<file path="config.mk">
export PLATFORM = sky130hd
export DESIGN_NAME = load_store_unit_flat
export DESIGN_NICKNAME = d
export VERILOG_FILES = /design/src/rtl/load_store_unit_if.sv /design/src/rtl/load_store_unit.sv /design/src/flat_wrapper.sv
export SDC_FILE = /design/constraint.sdc
export NUM_CORES = 1
export LEC_CHECK = 0
export ABC_AREA = 1
export BUFFER_PORTS_ARGS = -buffer_cell sky130_fd_sc_hd__buf_2
export CAP_MARGIN = 10
export CORE_MARGIN = 3
export CORE_UTILIZATION = 29
export CTS_CLUSTER_DIAMETER = 200
export DETAILED_ROUTE_END_ITERATION = 10
export GPL_ROUTABILITY_DRIVEN = 1
export SLEW_MARGIN = 10
export SYNTH_ARGS = -nofsm -noshare
export SYNTH_HDL_FRONTEND = slang
export SYNTH_SLANG_ARGS = --single-unit
</file>
<file path="constraint.sdc">
create_clock -name clk -period 2.9 [get_ports clk]
set_clock_uncertainty 0.1 [all_clocks]
set_input_delay 0.145 -clock clk [delete_from_list [all_inputs] [get_ports clk]]
set_output_delay 0.145 -clock clk [all_outputs]
set_load 0.02 [all_outputs]
</file>
<file path="src/rtl/load_store_unit_if.sv">
// Core-side request/response and data-memory signals of the load/store unit.
// slave is the unit itself; master is its environment (core plus memory).
interface load_store_unit_if;
    logic        req_valid;
    logic        req_ready;
    logic        req_we;
    logic [1:0]  req_size;
    logic        req_unsigned;
    logic [31:0] req_addr;
    logic [31:0] req_wdata;
    logic        resp_valid;
    logic [31:0] resp_rdata;
    logic        resp_err;
    logic [31:0] mem_addr;
    logic [31:0] mem_write_data;
    logic        mem_write;
    logic        mem_read;
    logic [31:0] mem_read_data;

    modport slave (
        input  req_valid, req_we, req_size, req_unsigned,
        input  req_addr, req_wdata, mem_read_data,
        output req_ready, resp_valid, resp_rdata, resp_err,
        output mem_addr, mem_write_data, mem_write, mem_read
    );

    modport master (
        output req_valid, req_we, req_size, req_unsigned,
        output req_addr, req_wdata, mem_read_data,
        input  req_ready, resp_valid, resp_rdata, resp_err,
        input  mem_addr, mem_write_data, mem_write, mem_read
    );
endinterface

</file>
<file path="src/rtl/load_store_unit.sv">
// Load/store unit: drives a word-wide data memory, extracts and extends
// sub-word loads, and performs byte/half stores as read-modify-write.
module load_store_unit #(
    parameter int DEPTH_WORDS = 16,
    parameter bit BIG_ENDIAN  = 1'b0
) (
    input  logic             clk,
    input  logic             rst,
    load_store_unit_if.slave bus
);
    typedef enum logic [1:0] {IDLE, ACCESS, WRITE, RESP} state_t;

    state_t      r_state;
    state_t      w_next;
    logic        r_we;
    logic        r_uns;
    logic [1:0]  r_size;
    logic [1:0]  r_off;
    logic [15:0] r_wdata;
    logic        r_mem_read;
    logic        r_mem_write;
    logic [31:0] r_mem_addr;
    logic [31:0] r_mem_wdata;
    logic [31:0] r_rdata;
    logic        r_err;

    logic        w_mem_read;
    logic        w_mem_write;
    logic [31:0] w_mem_addr;
    logic [31:0] w_mem_wdata;
    logic [31:0] w_rdata;
    logic        w_err;
    logic        w_req_err;
    logic        w_sw;
    logic [4:0]  w_shift;
    logic [31:0] w_lmask;
    logic [31:0] w_lane;
    logic [31:0] w_ext;
    logic [31:0] w_merged;

    assign w_req_err = (bus.req_size == 2'b11)
        || (bus.req_size == 2'b01 && bus.req_addr[0])
        || (bus.req_size == 2'b10 && bus.req_addr[1:0] != 2'b00)
        || ({2'b00, bus.req_addr[31:2]} >= 32'(DEPTH_WORDS));

    assign w_sw = r_we && (r_size == 2'b10);

    // Lane position within the word depends on the endianness mapping.
    always_comb begin
        w_shift = 5'd0;
        w_lmask = 32'hFFFF_FFFF;
        if (r_size == 2'b00) begin
            w_shift = BIG_ENDIAN ? {~r_off, 3'b000} : {r_off, 3'b000};
            w_lmask = 32'h0000_00FF;
        end else if (r_size == 2'b01) begin
            w_shift = BIG_ENDIAN ? {~r_off[1], 4'b0000} : {r_off[1], 4'b0000};
            w_lmask = 32'h0000_FFFF;
        end
    end

    assign w_lane = (bus.mem_read_data >> w_shift) & w_lmask;

    always_comb begin
        w_ext = w_lane;
        unique case (1'b1)
            (r_size == 2'b00): w_ext = {{24{~r_uns & w_lane[7]}}, w_lane[7:0]};
            (r_size == 2'b01): w_ext = {{16{~r_uns & w_lane[15]}}, w_lane[15:0]};
            default:           w_ext = w_lane;
        endcase
    end

    assign w_merged = (bus.mem_read_data & ~(w_lmask << w_shift))
        | (({16'h0000, r_wdata} & w_lmask) << w_shift);

    always_comb begin
        w_next      = r_state;
        w_mem_read  = 1'b0;
        w_mem_write = 1'b0;
        w_mem_addr  = r_mem_addr;
        w_mem_wdata = r_mem_wdata;
        w_rdata     = 32'h0;
        w_err       = 1'b0;
        unique case (r_state)
            IDLE: begin
                if (bus.req_valid) begin
                    if (w_req_err) begin
                        w_next = RESP;
                        w_err  = 1'b1;
                    end else begin
                        w_next     = ACCESS;
                        w_mem_addr = {2'b00, bus.req_addr[31:2]};
                        if (bus.req_we && bus.req_size == 2'b10) begin
                            w_mem_write = 1'b1;
                            w_mem_wdata = bus.req_wdata;
                        end else begin
                            w_mem_read = 1'b1;
                        end
                    end
                end
            end
            ACCESS: begin
                if (w_sw) begin
                    w_next = RESP;
                end else if (r_we) begin
                    w_next      = WRITE;
                    w_mem_write = 1'b1;
                    w_mem_wdata = w_merged;
                end else begin
                    w_next  = RESP;
                    w_rdata = w_ext;
                end
            end
            WRITE:   w_next = RESP;
            RESP:    w_next = IDLE;
            default: w_next = IDLE;
        endcase
    end

    always_ff @(posedge clk) begin
        if (rst) begin
            r_state     <= IDLE;
            r_we        <= 1'b0;
            r_uns       <= 1'b0;
            r_size      <= 2'b00;
            r_off       <= 2'b00;
            r_wdata     <= 16'h0;
            r_mem_read  <= 1'b0;
            r_mem_write <= 1'b0;
            r_mem_addr  <= 32'h0;
            r_mem_wdata <= 32'h0;
            r_rdata     <= 32'h0;
            r_err       <= 1'b0;
        end else begin
            r_state     <= w_next;
            r_mem_read  <= w_mem_read;
            r_mem_write <= w_mem_write;
            r_mem_addr  <= w_mem_addr;
            r_mem_wdata <= w_mem_wdata;
            r_rdata     <= w_rdata;
            r_err       <= w_err;
            if (r_state == IDLE && bus.req_valid) begin
                r_we    <= bus.req_we;
                r_uns   <= bus.req_unsigned;
                r_size  <= bus.req_size;
                r_off   <= bus.req_addr[1:0];
                r_wdata <= bus.req_wdata[15:0];
            end
        end
    end

    assign bus.req_ready      = (r_state == IDLE);
    assign bus.resp_valid     = (r_state == RESP);
    assign bus.resp_rdata     = r_rdata;
    assign bus.resp_err       = r_err;
    assign bus.mem_addr       = r_mem_addr;
    assign bus.mem_write_data = r_mem_wdata;
    assign bus.mem_write      = r_mem_write;
    assign bus.mem_read       = r_mem_read;
endmodule

</file>
<file path="src/flat_wrapper.sv">
// flat-port wrapper written by rule: the top's interface ports become plain ports
module load_store_unit_flat 
#(
    parameter int DEPTH_WORDS = 16,
    parameter bit BIG_ENDIAN  = 1'b0
)
  (clk, rst, bus_req_valid, bus_req_we, bus_req_size, bus_req_unsigned, bus_req_addr, bus_req_wdata, bus_mem_read_data, bus_req_ready, bus_resp_valid, bus_resp_rdata, bus_resp_err, bus_mem_addr, bus_mem_write_data, bus_mem_write, bus_mem_read);
  load_store_unit_if bus_i ();
  input  logic clk;
  input  logic rst;
  input wire logic [$bits(bus_i.req_valid)-1:0] bus_req_valid;
  input wire logic [$bits(bus_i.req_we)-1:0] bus_req_we;
  input wire logic [$bits(bus_i.req_size)-1:0] bus_req_size;
  input wire logic [$bits(bus_i.req_unsigned)-1:0] bus_req_unsigned;
  input wire logic [$bits(bus_i.req_addr)-1:0] bus_req_addr;
  input wire logic [$bits(bus_i.req_wdata)-1:0] bus_req_wdata;
  input wire logic [$bits(bus_i.mem_read_data)-1:0] bus_mem_read_data;
  output wire logic [$bits(bus_i.req_ready)-1:0] bus_req_ready;
  output wire logic [$bits(bus_i.resp_valid)-1:0] bus_resp_valid;
  output wire logic [$bits(bus_i.resp_rdata)-1:0] bus_resp_rdata;
  output wire logic [$bits(bus_i.resp_err)-1:0] bus_resp_err;
  output wire logic [$bits(bus_i.mem_addr)-1:0] bus_mem_addr;
  output wire logic [$bits(bus_i.mem_write_data)-1:0] bus_mem_write_data;
  output wire logic [$bits(bus_i.mem_write)-1:0] bus_mem_write;
  output wire logic [$bits(bus_i.mem_read)-1:0] bus_mem_read;
  assign bus_i.req_valid = bus_req_valid;
  assign bus_i.req_we = bus_req_we;
  assign bus_i.req_size = bus_req_size;
  assign bus_i.req_unsigned = bus_req_unsigned;
  assign bus_i.req_addr = bus_req_addr;
  assign bus_i.req_wdata = bus_req_wdata;
  assign bus_i.mem_read_data = bus_mem_read_data;
  assign bus_req_ready = bus_i.req_ready;
  assign bus_resp_valid = bus_i.resp_valid;
  assign bus_resp_rdata = bus_i.resp_rdata;
  assign bus_resp_err = bus_i.resp_err;
  assign bus_mem_addr = bus_i.mem_addr;
  assign bus_mem_write_data = bus_i.mem_write_data;
  assign bus_mem_write = bus_i.mem_write;
  assign bus_mem_read = bus_i.mem_read;
  load_store_unit #(.DEPTH_WORDS(DEPTH_WORDS), .BIG_ENDIAN(BIG_ENDIAN)) u_core (.clk(clk), .rst(rst), .bus(bus_i));
endmodule
</file>
# --- Word-level counts from Yosys, hierarchy flattened ---
# Index checks and enable logic that the tools add are counted.
totals:
  regBits: 121
  latchBits: 0
  ramBits: 0
  romBits: 0
  output_inout_bits: 101
  word_cells: 82
  memories: 0
classes:
  add_sub_neg: 0
  n_mul: 0
  div: 0
  n_lt_le_gt_ge: 1
  eq_ne: 13
  n_shift: 3
  muxes: 24
  bitwise: 12
  n_reduce_logical: 17
ops:
  columns: ["op", "n"]
  rows:
  - ["2-to-1 mux 32 bit", 7]
  - ["case mux 32 bit (2 select lines)", 2]
  - ["bitwise AND 32 bit", 2]
  - ["left shift 32 x 5 -> 32 bit", 2]
  - ["bitwise AND 16 x 32 -> 32 bit", 1]
  - ["NOT 32 bit", 1]
  - ["bitwise OR 32 bit", 1]
  - ["right shift 32 x 5 -> 32 bit", 1]
  - ["greater-or-equal comparator 30 x 5 -> 1 bit (second input constant)", 1]
  - ["== test 2 bit (second input constant)", 5]
  - ["2-to-1 mux 5 bit", 2]
  - ["2-to-1 mux 1 bit", 8]
  - ["case mux 2 bit (4 select lines)", 1]
  - ["OR reduction 4 bit", 2]
  - ["== test 2 x 1 -> 1 bit (second input constant)", 3]
  - ["2-to-1 mux 2 bit", 3]
  - ["!= test 2 bit (second input constant)", 3]
  - ["AND reduction 6 bit", 1]
  - ["logical AND 1 bit", 5]
  - ["NOT 1 bit", 5]
  - ["zero test 2 bit", 2]
  - ["!= test 2 x 1 -> 1 bit (second input constant)", 2]
  - ["nonzero test 2 bit", 2]
  - ["logical OR 1 bit", 3]
  - ["other kinds (4)", 5]

# --- Longest topological paths before layout ---
# Gate-level depths: netlist of run 1.
depth:
  word_depth: 10
  depth_mapped: 13

# --- Least setup slack after synthesis of run 1 ---
# Ideal clock, no wire load.
synth_path:
  path_kind: "reg2reg"
  startpoint: "register u_core.r_state[0]"
  endpoint: "register u_core.r_mem_wdata[15] (netlist: u_core.bus.mem_write_data[15])"
  setup_ns: 0.113
  arrival_time_ns: 1.813
  required_ns: 2.687
  slack_ns: 0.874
  path_stages_with_launch: 11
  n_path_buf: 2
  synth_period_minus_slack_ns: 2.026
  cell_sequence: "dfxtp_1 inv_1 ha_1 inv_2 nor2_1 a211oi_4 nand2_2 buf_6 buf_2 nor2_1 nor2_1"
synth_via:
  elab_chain_len: 3
  elab_cells_between_ends: 10
  cone_classes: "6 x eq/ne; 1 x mux; 3 x reduce/logical"
synth_rtl:
  columns: ["element", "line_no", "source"]
  rows:
  - ["start, declared", "load_store_unit.sv:13", "state_t r_state;"]
  - ["start signal, assigned", "load_store_unit.sv:134", "r_state <= w_next;"]
  - ["zero test 2 bit *", null, null]
  - ["named net bus_req_ready", "flat_wrapper.sv:18", "output wire logic [$bits(bus_i.req_ready)-1:0] bus_req_ready;"]
  - ["!= test 2 bit (no source line), or another cell as far along", null, null]
  - ["AND reduction 6 bit (no source line)", null, null]
  - ["end signal, assigned", "load_store_unit.sv:138", "r_mem_wdata <= w_mem_wdata;"]
  - ["end, declared", "load_store_unit.sv:23", "logic [31:0] r_mem_wdata;"]
# Mark *: on every way through the listed nets, which the timed path passes. The rest lies on a longest branch.
# A chain may end at the register's enable or synchronous reset.

# --- Worst setup path in the final report of run 1 ---
layout_path:
  startpoint: "register u_core.r_size[0]"
  endpoint: "register u_core.r_rdata[0] (netlist: u_core.bus.resp_rdata[0])"
layout_via:
  elab_chain_len: 6
  elab_cells_between_ends: 11
  cone_classes: "2 x eq/ne; 1 x shift; 4 x mux; 1 x bitwise; 3 x reduce/logical"
layout_rtl:
  columns: ["element", "line_no", "source"]
  rows:
  - ["start, declared", "load_store_unit.sv:17", "logic [1:0] r_size;"]
  - ["start signal, assigned", "load_store_unit.sv:144", "r_size <= bus.req_size;"]
  - ["== test 2 x 1 -> 1 bit", "load_store_unit.sv:55", "end else if (r_size == 2'b01) begin"]
  - ["2-to-1 mux 5 bit", "load_store_unit.sv:55", null]
  - ["2-to-1 mux 5 bit", "load_store_unit.sv:52", "if (r_size == 2'b00) begin"]
  - ["right shift 32 x 5 -> 32 bit", "load_store_unit.sv:61", "assign w_lane = (bus.mem_read_data >> w_shift) & w_lmask;"]
  - ["bitwise AND 32 bit", "load_store_unit.sv:61", null]
  - ["case mux 32 bit (2 select lines)", "load_store_unit.sv:65", "unique case (1'b1)"]
  - ["end signal, assigned", "load_store_unit.sv:139", "r_rdata <= w_rdata;"]
  - ["end, declared", "load_store_unit.sv:24", "logic [31:0] r_rdata;"]
# Parallel ways exist; a longest one is shown, timed or not.

==> flow_summary.json, run 1 <==
{
  "status": "finished, final reports clean",
  "rows": 50,
  "power.density_nw_per_um2": 997,
  "hold_depth": 3,
  "critPathKind": "reg -> reg",
  "grt_max_degree": 41,
  "synth_ff_type": "dfxtp_1",
  "via_count": 6276,
  "synth_area_um2": 5730,
  "hold_path_class": "in -> reg",
  "tightest_slew_ps": 658,
  "io_pins": 204,
  "setup_viol": 0,
  "cp-end-kind": "flop",
  "coreArea_um2": 19100,
  "antennaDiodeCount": 0,
  "die-area_um2": 21500,
  "ys_async_sr_fraction_pct": 0,
  "slew_headroom_pct": 56.0,
  "synth_warnings": 0,
  "fin_nets": 1185,
  "grt_use_total_pct": 18.0,
  "hold_violations": 0,
  "cts_made_buffers": 17,
  "fillers": 1950,
  "drive_gt1_share_pct": 24.9,
  "drt_wl_total_um": 19500,
  "slew_viol_final": 0,
  "clkLatencyLatePin_ps": 420,
  "netlist-cell-type-count": 36,
  "synth-edff-count": 0,
  "reg2reg_slack_ps": 310,
  "synthCells": 858,
  "min_period_ps": 2590,
  "clkSlewWorstSetupHoldPaths_ps": 60,
  "reg2reg_to": "u_core.bus.resp_rdata[0]",
  "max_stage_delay_ps": 580,
  "grt_pass1_wl_um": 31000,
  "seq_area_frac_synth_pct": 42.3,
  "start_util_pct": 30.0,
  "antenna_found_initial": 1,
  "cpMaxStageDelayCell": "dlygate4sd3_1",
  "grt_pass1_vias": 5829,
  "crit_path_start_kind": "flop",
  "max_cap_violations": 0,
  "synth_area_leaders": "dfxtp_1 42%, nand2_1 12%, nor2_1 8.4%",
  "crit_fanout": 31,
  "fin_tns_setup_ps": 0,
  "place.gp.congestion": 0.892,
  "crit_chain": "nor2_2, buf_4, nand2_1, buf_4, nor2_1, a21oi_1, o21ai_0, a31oi_1, dlygate4sd3_1",
  "overflow": 0,
  "drt-pass1-iter-count": 6,
  "crit_end": "u_core.bus.resp_rdata[0]",
  "peakVddDrop_mv": 0.457,
  "ff_latch_area_um2": 2420,
  "io_buffer_count": 201,
  "worstReg2RegStart": "u_core.r_size[0]",
  "cpMostUsedCell": "buf_4",
  "hp-start": "bus_req_addr[0]",
  "cts_resized": 0,
  "dpl.hpwl_um": 14300,
  "post_cts_buffers": 0,
  "crit_start": "u_core.r_size[0]",
  "cts_max_level": 4,
  "synth-seq-cells": 121,
  "wl_per_cell_um": 14.4,
  "drt_iter0_markers": 516,
  "final.period_utilization_pct": 89.3,
  "p_leak_nw": 4.20,
  "die_w_um": 147,
  "cts_tree": "built",
  "drc_errors": 0,
  "r2r_cells": 9,
  "cp.required_ps": 3150,
  "postLayoutCoreUtil_pct": 41.4,
  "rsz0062_at_grt": "no",
  "cts_sinks": 121,
  "detail-route-antenna-nets": 0,
  "cts_root_buf": "clkbuf_16",
  "critPathArrivalTime_ps": 2840,
  "clock_tree.buffer_depth": 2,
  "netlist.area_leader.share_pct": 42.3,
  "fmax_ghz": 0.386,
  "synth_top_cell_by_area": "dfxtp_1",
  "multi_input_area_um2": 2660,
  "area_growth_pct": 38.1,
  "viasPerCell": 4.64,
  "die_h_um": 147,
  "avgSynthCellArea_um2": 6.67
}
-- synthesized netlist by cell type, types with 12 or more instances --
cell and count:
nand2_1 188, nor2_1 128, dfxtp_1 121, inv_1 98
nand3_1 71, a21oi_1 70, o21ai_0 39, clkbuf_1 26
o21ai_1 25, buf_2 17, o211ai_1 13, a31oi_1 12
-- worst min-delay path by stage --
stage / slack (ps) / endpoint
floorplan: 110 / u_core.bus.mem_write
global placement: 280 / u_core.bus.mem_addr[1]
detailed placement: 290 / u_core.bus.mem_addr[0]
CTS: 0.4 / u_core.bus.resp_rdata[5]
global route: 30 / u_core.bus.resp_rdata[1]
finish: 30 / u_core.r_off[0]
-- layout by cell type (no fill, tap or decap), types with 2 or more instances in the layout --
master	count
or2_2	6
conb_1	2
a31oi_1	12
a21oi_1	70
buf_4	16
a311oi_1	2
clkinvlp_4	2
nand2_1	188
and2_1	3
nor3b_1	2
dlygate4sd3_1	38
nor2_1	128
nand3_1	71
inv_2	7
inv_6	5
buf_2	201
bufinv_16	2
clkbuf_16	17
o21ai_0	39
nand2_2	3
dfxtp_1	121
o211ai_1	13
o21ai_1	25
ha_1	3
inv_1	97
clkinv_4	3
-- cell type report --
class,count,area share [%]
sequential,121,30.6
tap,260,4.11
multi-input combinational,580,33.7
clock buffer,18,5.55
timing repair buffer,255,19.1
clock inverter,14,2.04
inverter,104,4.94
-- flip-flops by register name, indices dropped and copies added, names as in the netlist --
| register | cells |
|---|---|
| u_core.bus.mem_write | 1 |
| u_core.bus.mem_write_data | 32 |
| u_core.bus.resp_rdata | 32 |
| u_core.bus.mem_read | 1 |
| u_core.r_wdata | 16 |
| u_core.r_state | 2 |
| u_core.r_off | 2 |
| u_core.r_uns | 1 |
| u_core.r_we | 1 |
| u_core.bus.resp_err | 1 |
| u_core.bus.mem_addr | 30 |
| u_core.r_size | 2 |
-- per-layer routing --
layer / global-route usage, % / share of wire (%) / vias up
met1: 24.8 / 45 / 2808
met3: 4.59 / 8.8 / 20
met2: 27.8 / 44 / 283
li1: - / - / 3163
met4: 5.55 / 1.2 / 2
met5: 0 / 0.036 / -
-- worst max-delay path: cells and delay by family, from the launching register on --
family	cells	cell delay [ps]
simple gates	3	490
flops	1	340
buf+inv	3	1140
compound gates	3	450
-- where the power goes --
group	internal [W]	switching, W
registers	0.00207	0.000238
clock network	0.00131	0.000840
logic	0.00111	0.00231
-- through the flow --
step	power (W)	instance area (um2)	setup slack, ps	hold slack [ps]	cells
2_1_floorplan	0.00476	5730	874	114	859
3_3_place_gp	0.00566	6930	727	279	1282
3_5_place_dp	0.00571	6930	721	291	1282
4_1_cts	0.00793	7910	364	0.393	1352
5_1_grt	0.00850	7910	113	25.9	1352
6_report	0.00789	7910	309	26.4	1352
-- cell families after synthesis --
group                      synth area share [%]
other                                    0.0655
buffers and inverters                      11.4
adders and majority gates                 0.656
AOI/OAI and AO/OA                          16.2
DFF                                        42.3
and+or+nand+nor                            29.4
-- timing repair --
item / 4_1_cts / 5_1_grt
setup endpoints to repair: 0 / 0
hold endpoints to repair: 37 / 0
hold buffers: 38 / 0
Note: power is estimated with default switching activity, not from simulation.
==> inputs of run 2 (changes only) <==
--- a/config.mk
+++ b/config.mk
@@ -10,6 +10,7 @@
 export CAP_MARGIN = 10
 export CORE_MARGIN = 3
 export CORE_UTILIZATION = 29
+export CTS_BUF_LIST = sky130_fd_sc_hd__clkbuf_2
 export CTS_CLUSTER_DIAMETER = 200
 export DETAILED_ROUTE_END_ITERATION = 10
 export GPL_ROUTABILITY_DRIVEN = 1
==> run 2 against run 1 <==
Against the previous run:
- via count rose by 4.4%
- non-clock buffer count increased by 67
- global-route usage grew 0.64 points
- sequential power about the same
- utilization grew 1.8 points
- hold slack improved by 72 ps
- critical path depth grew 3
- sequential share of layout area down 1.3 points
- setup slack worse by 110 ps
- first-iteration DRC count is 4.5% higher
- clock power fell by 47%
- total power shrank 10%
- largest cell class unchanged
- highest routed layer is now met4
==> flow_summary.json, run 2 (synthesis results as in run 1) <==
{
  "layout.cells.most_common": "buf_2",
  "placed_area_um2": 6930,
  "rsz0062_at_grt": "no",
  "fin_tns_setup_ps": 0,
  "finish.instance_area_um2": 8250,
  "place_ws_ps": 721,
  "cp.required_ps": 3440,
  "io_pins": 204,
  "combPwrFrac_pct": 51.3,
  "cts_sinks": 121,
  "critPathArrivalTime_ps": 3250,
  "seq_power_share_pct": 32.6,
  "crit_path_start_kind": "input port",
  "io_buffer_count": 201,
  "overflow": 0,
  "final_cell_mix": "201 x buf_2, 187 x nand2_1, 128 x nor2_1, 121 x dfxtp_1, 105 x dlygate4sd3_1",
  "detail-route-antenna-nets": 0,
  "peakVddDrop_mv": 0.402,
  "die_w_um": 147,
  "cts_tree": "built",
  "crit_chain": "dlygate4sd3_1, buf_2, nor2_1, dlygate4sd3_1, nand2_1, dlygate4sd3_1, nor2_1, nand2_1, nor2_1, and2_1, dlygate4sd3_1, nor3b_1",
  "die_h_um": 147,
  "drive_gt1_share_pct": 23.5,
  "finalPower_w": 0.00710,
  "final.period_utilization_pct": 93.2,
  "grt_max_degree": 41,
  "clkPwrFrac_pct": 16.1,
  "cp-end-kind": "flop",
  "layout.cells.non_filler": 1421,
  "crit_fanout": 3,
  "fillers": 1918,
  "drt_wl_total_um": 20200,
  "rows": 50,
  "status": "finished, final reports clean",
  "slew_viol_final": 0,
  "p_switching_w": 0.00334,
  "drt-pass1-iter-count": 7,
  "max_cap_violations": 0,
  "via_count": 6550,
  "setup_viol": 0,
  "fin_ws_ps": 197,
  "intPower_w": 0.00376,
  "power.density_nw_per_um2": 861,
  "min_period_ps": 2700,
  "cts_made_buffers": 17,
  "slew_headroom_pct": 57.5,
  "cpMostUsedCell": "dlygate4sd3_1",
  "drt_iter0_markers": 539,
  "dpl.hpwl_um": 14300,
  "fin_nets": 1252,
  "clock_tree.buffer_depth": 2,
  "viasPerCell": 4.61,
  "swShare_pct": 47.0,
  "cts_root_buf": "clkbuf_2",
  "cts_max_level": 4,
  "coreArea_um2": 19100,
  "max_stage_delay_ps": 610,
  "grt_pass1_wl_um": 32300,
  "dpl.cell_count": 1282,
  "grt_pass1_vias": 6178,
  "hold_violations": 0,
  "tightest_slew_ps": 636,
  "area_growth_pct": 44.0,
  "start_util_pct": 30.0,
  "p_leak_nw": 4.35,
  "wl_per_cell_um": 14.2,
  "fmax_ghz": 0.370,
  "antenna_found_initial": 1,
  "die-area_um2": 21500,
  "grt_use_total_pct": 18.7,
  "hold_path_class": "in -> reg",
  "clkSlewWorstSetupHoldPaths_ps": 220,
  "clkLatencyLatePin_ps": 710,
  "drc_errors": 0,
  "critPathKind": "in -> reg",
  "cpMaxStageDelayCell": "dlygate4sd3_1",
  "place.gp.congestion": 0.892
}
==> run 2: changes by cell type in the layout (fill, tap and decap cells not counted), sizes merged <==
| cell | change |
|---|---|
| dlygate4sd3 | +67 |
| diode | +2 |
| clkbuf | -1 |
| clkinv | +1 |
==> run 2: layer usage <==
layer | global-route usage, % | wire length (um)
met5 | 0 | 0
met2 | 29.0 | 9040
met1 | 25.1 | 9120
met3 | 5.31 | 1630
met4 | 5.93 | 406
==> run 2: worst max-delay path: cells and delay by family <==
kind / cells / cell delay, ps
buffers and inverters: 5 / 2370
and+or+nand+nor: 7 / 740
==> run 2: final timing paths <==
check,startpoint,endpoint,slack (ps),cells after the start
worst max register to register,u_core.r_state[1],u_core.r_uns,280,8
worst min register to register,u_core.bus.mem_addr[11],u_core.bus.mem_addr[11],370,2
worst max-delay path,bus_req_addr[23],u_core.bus.mem_read,200,12
worst min-delay path,bus_req_addr[4],u_core.bus.mem_addr[2],100,4
==> run 2: layout make-up <==
cell class	instances	area, um2	share of cell area, %
diodes	2	5.00	0.0607
flip-flops and latches	121	2420	29.4
clock inverters	15	165	2.00
multi-input cells	580	2680	32.4
well taps	260	325	3.94
repair buffers	322	2180	26.4
inverters	104	390	4.73
clock buffers	17	85.1	1.03
==> run 2: stage by stage <==
step	hold slack, ps	utilization, %
after global routing	9.53	43.2
after CTS	22.6	43.1
after detailed placement	291	36.3
after floorplan	114	-
final	98.7	43.2
after global placement	279	36.3
==> run 2: power groups by stage <==
stage	logic, W	registers, W	clock network, W
final	0.00364	0.00231	0.00114
after global routing	0.00409	0.00236	0.00127
after CTS	0.00361	0.00230	0.00118
after detailed placement	0.00337	0.00234	0
after global placement	0.00333	0.00234	0
after floorplan	0.00209	0.00267	0
==> run 2: timing repair <==
| action | 4_1_cts | 5_1_grt |
|---|---|---|
| endpoints found under the setup margin | 0 | 10 |
| hold buffers | 105 | 0 |
| setup buffers | 0 | 0 |
| gates resized for setup | 0 | 4 |
| hold endpoints to repair | 95 | 0 |
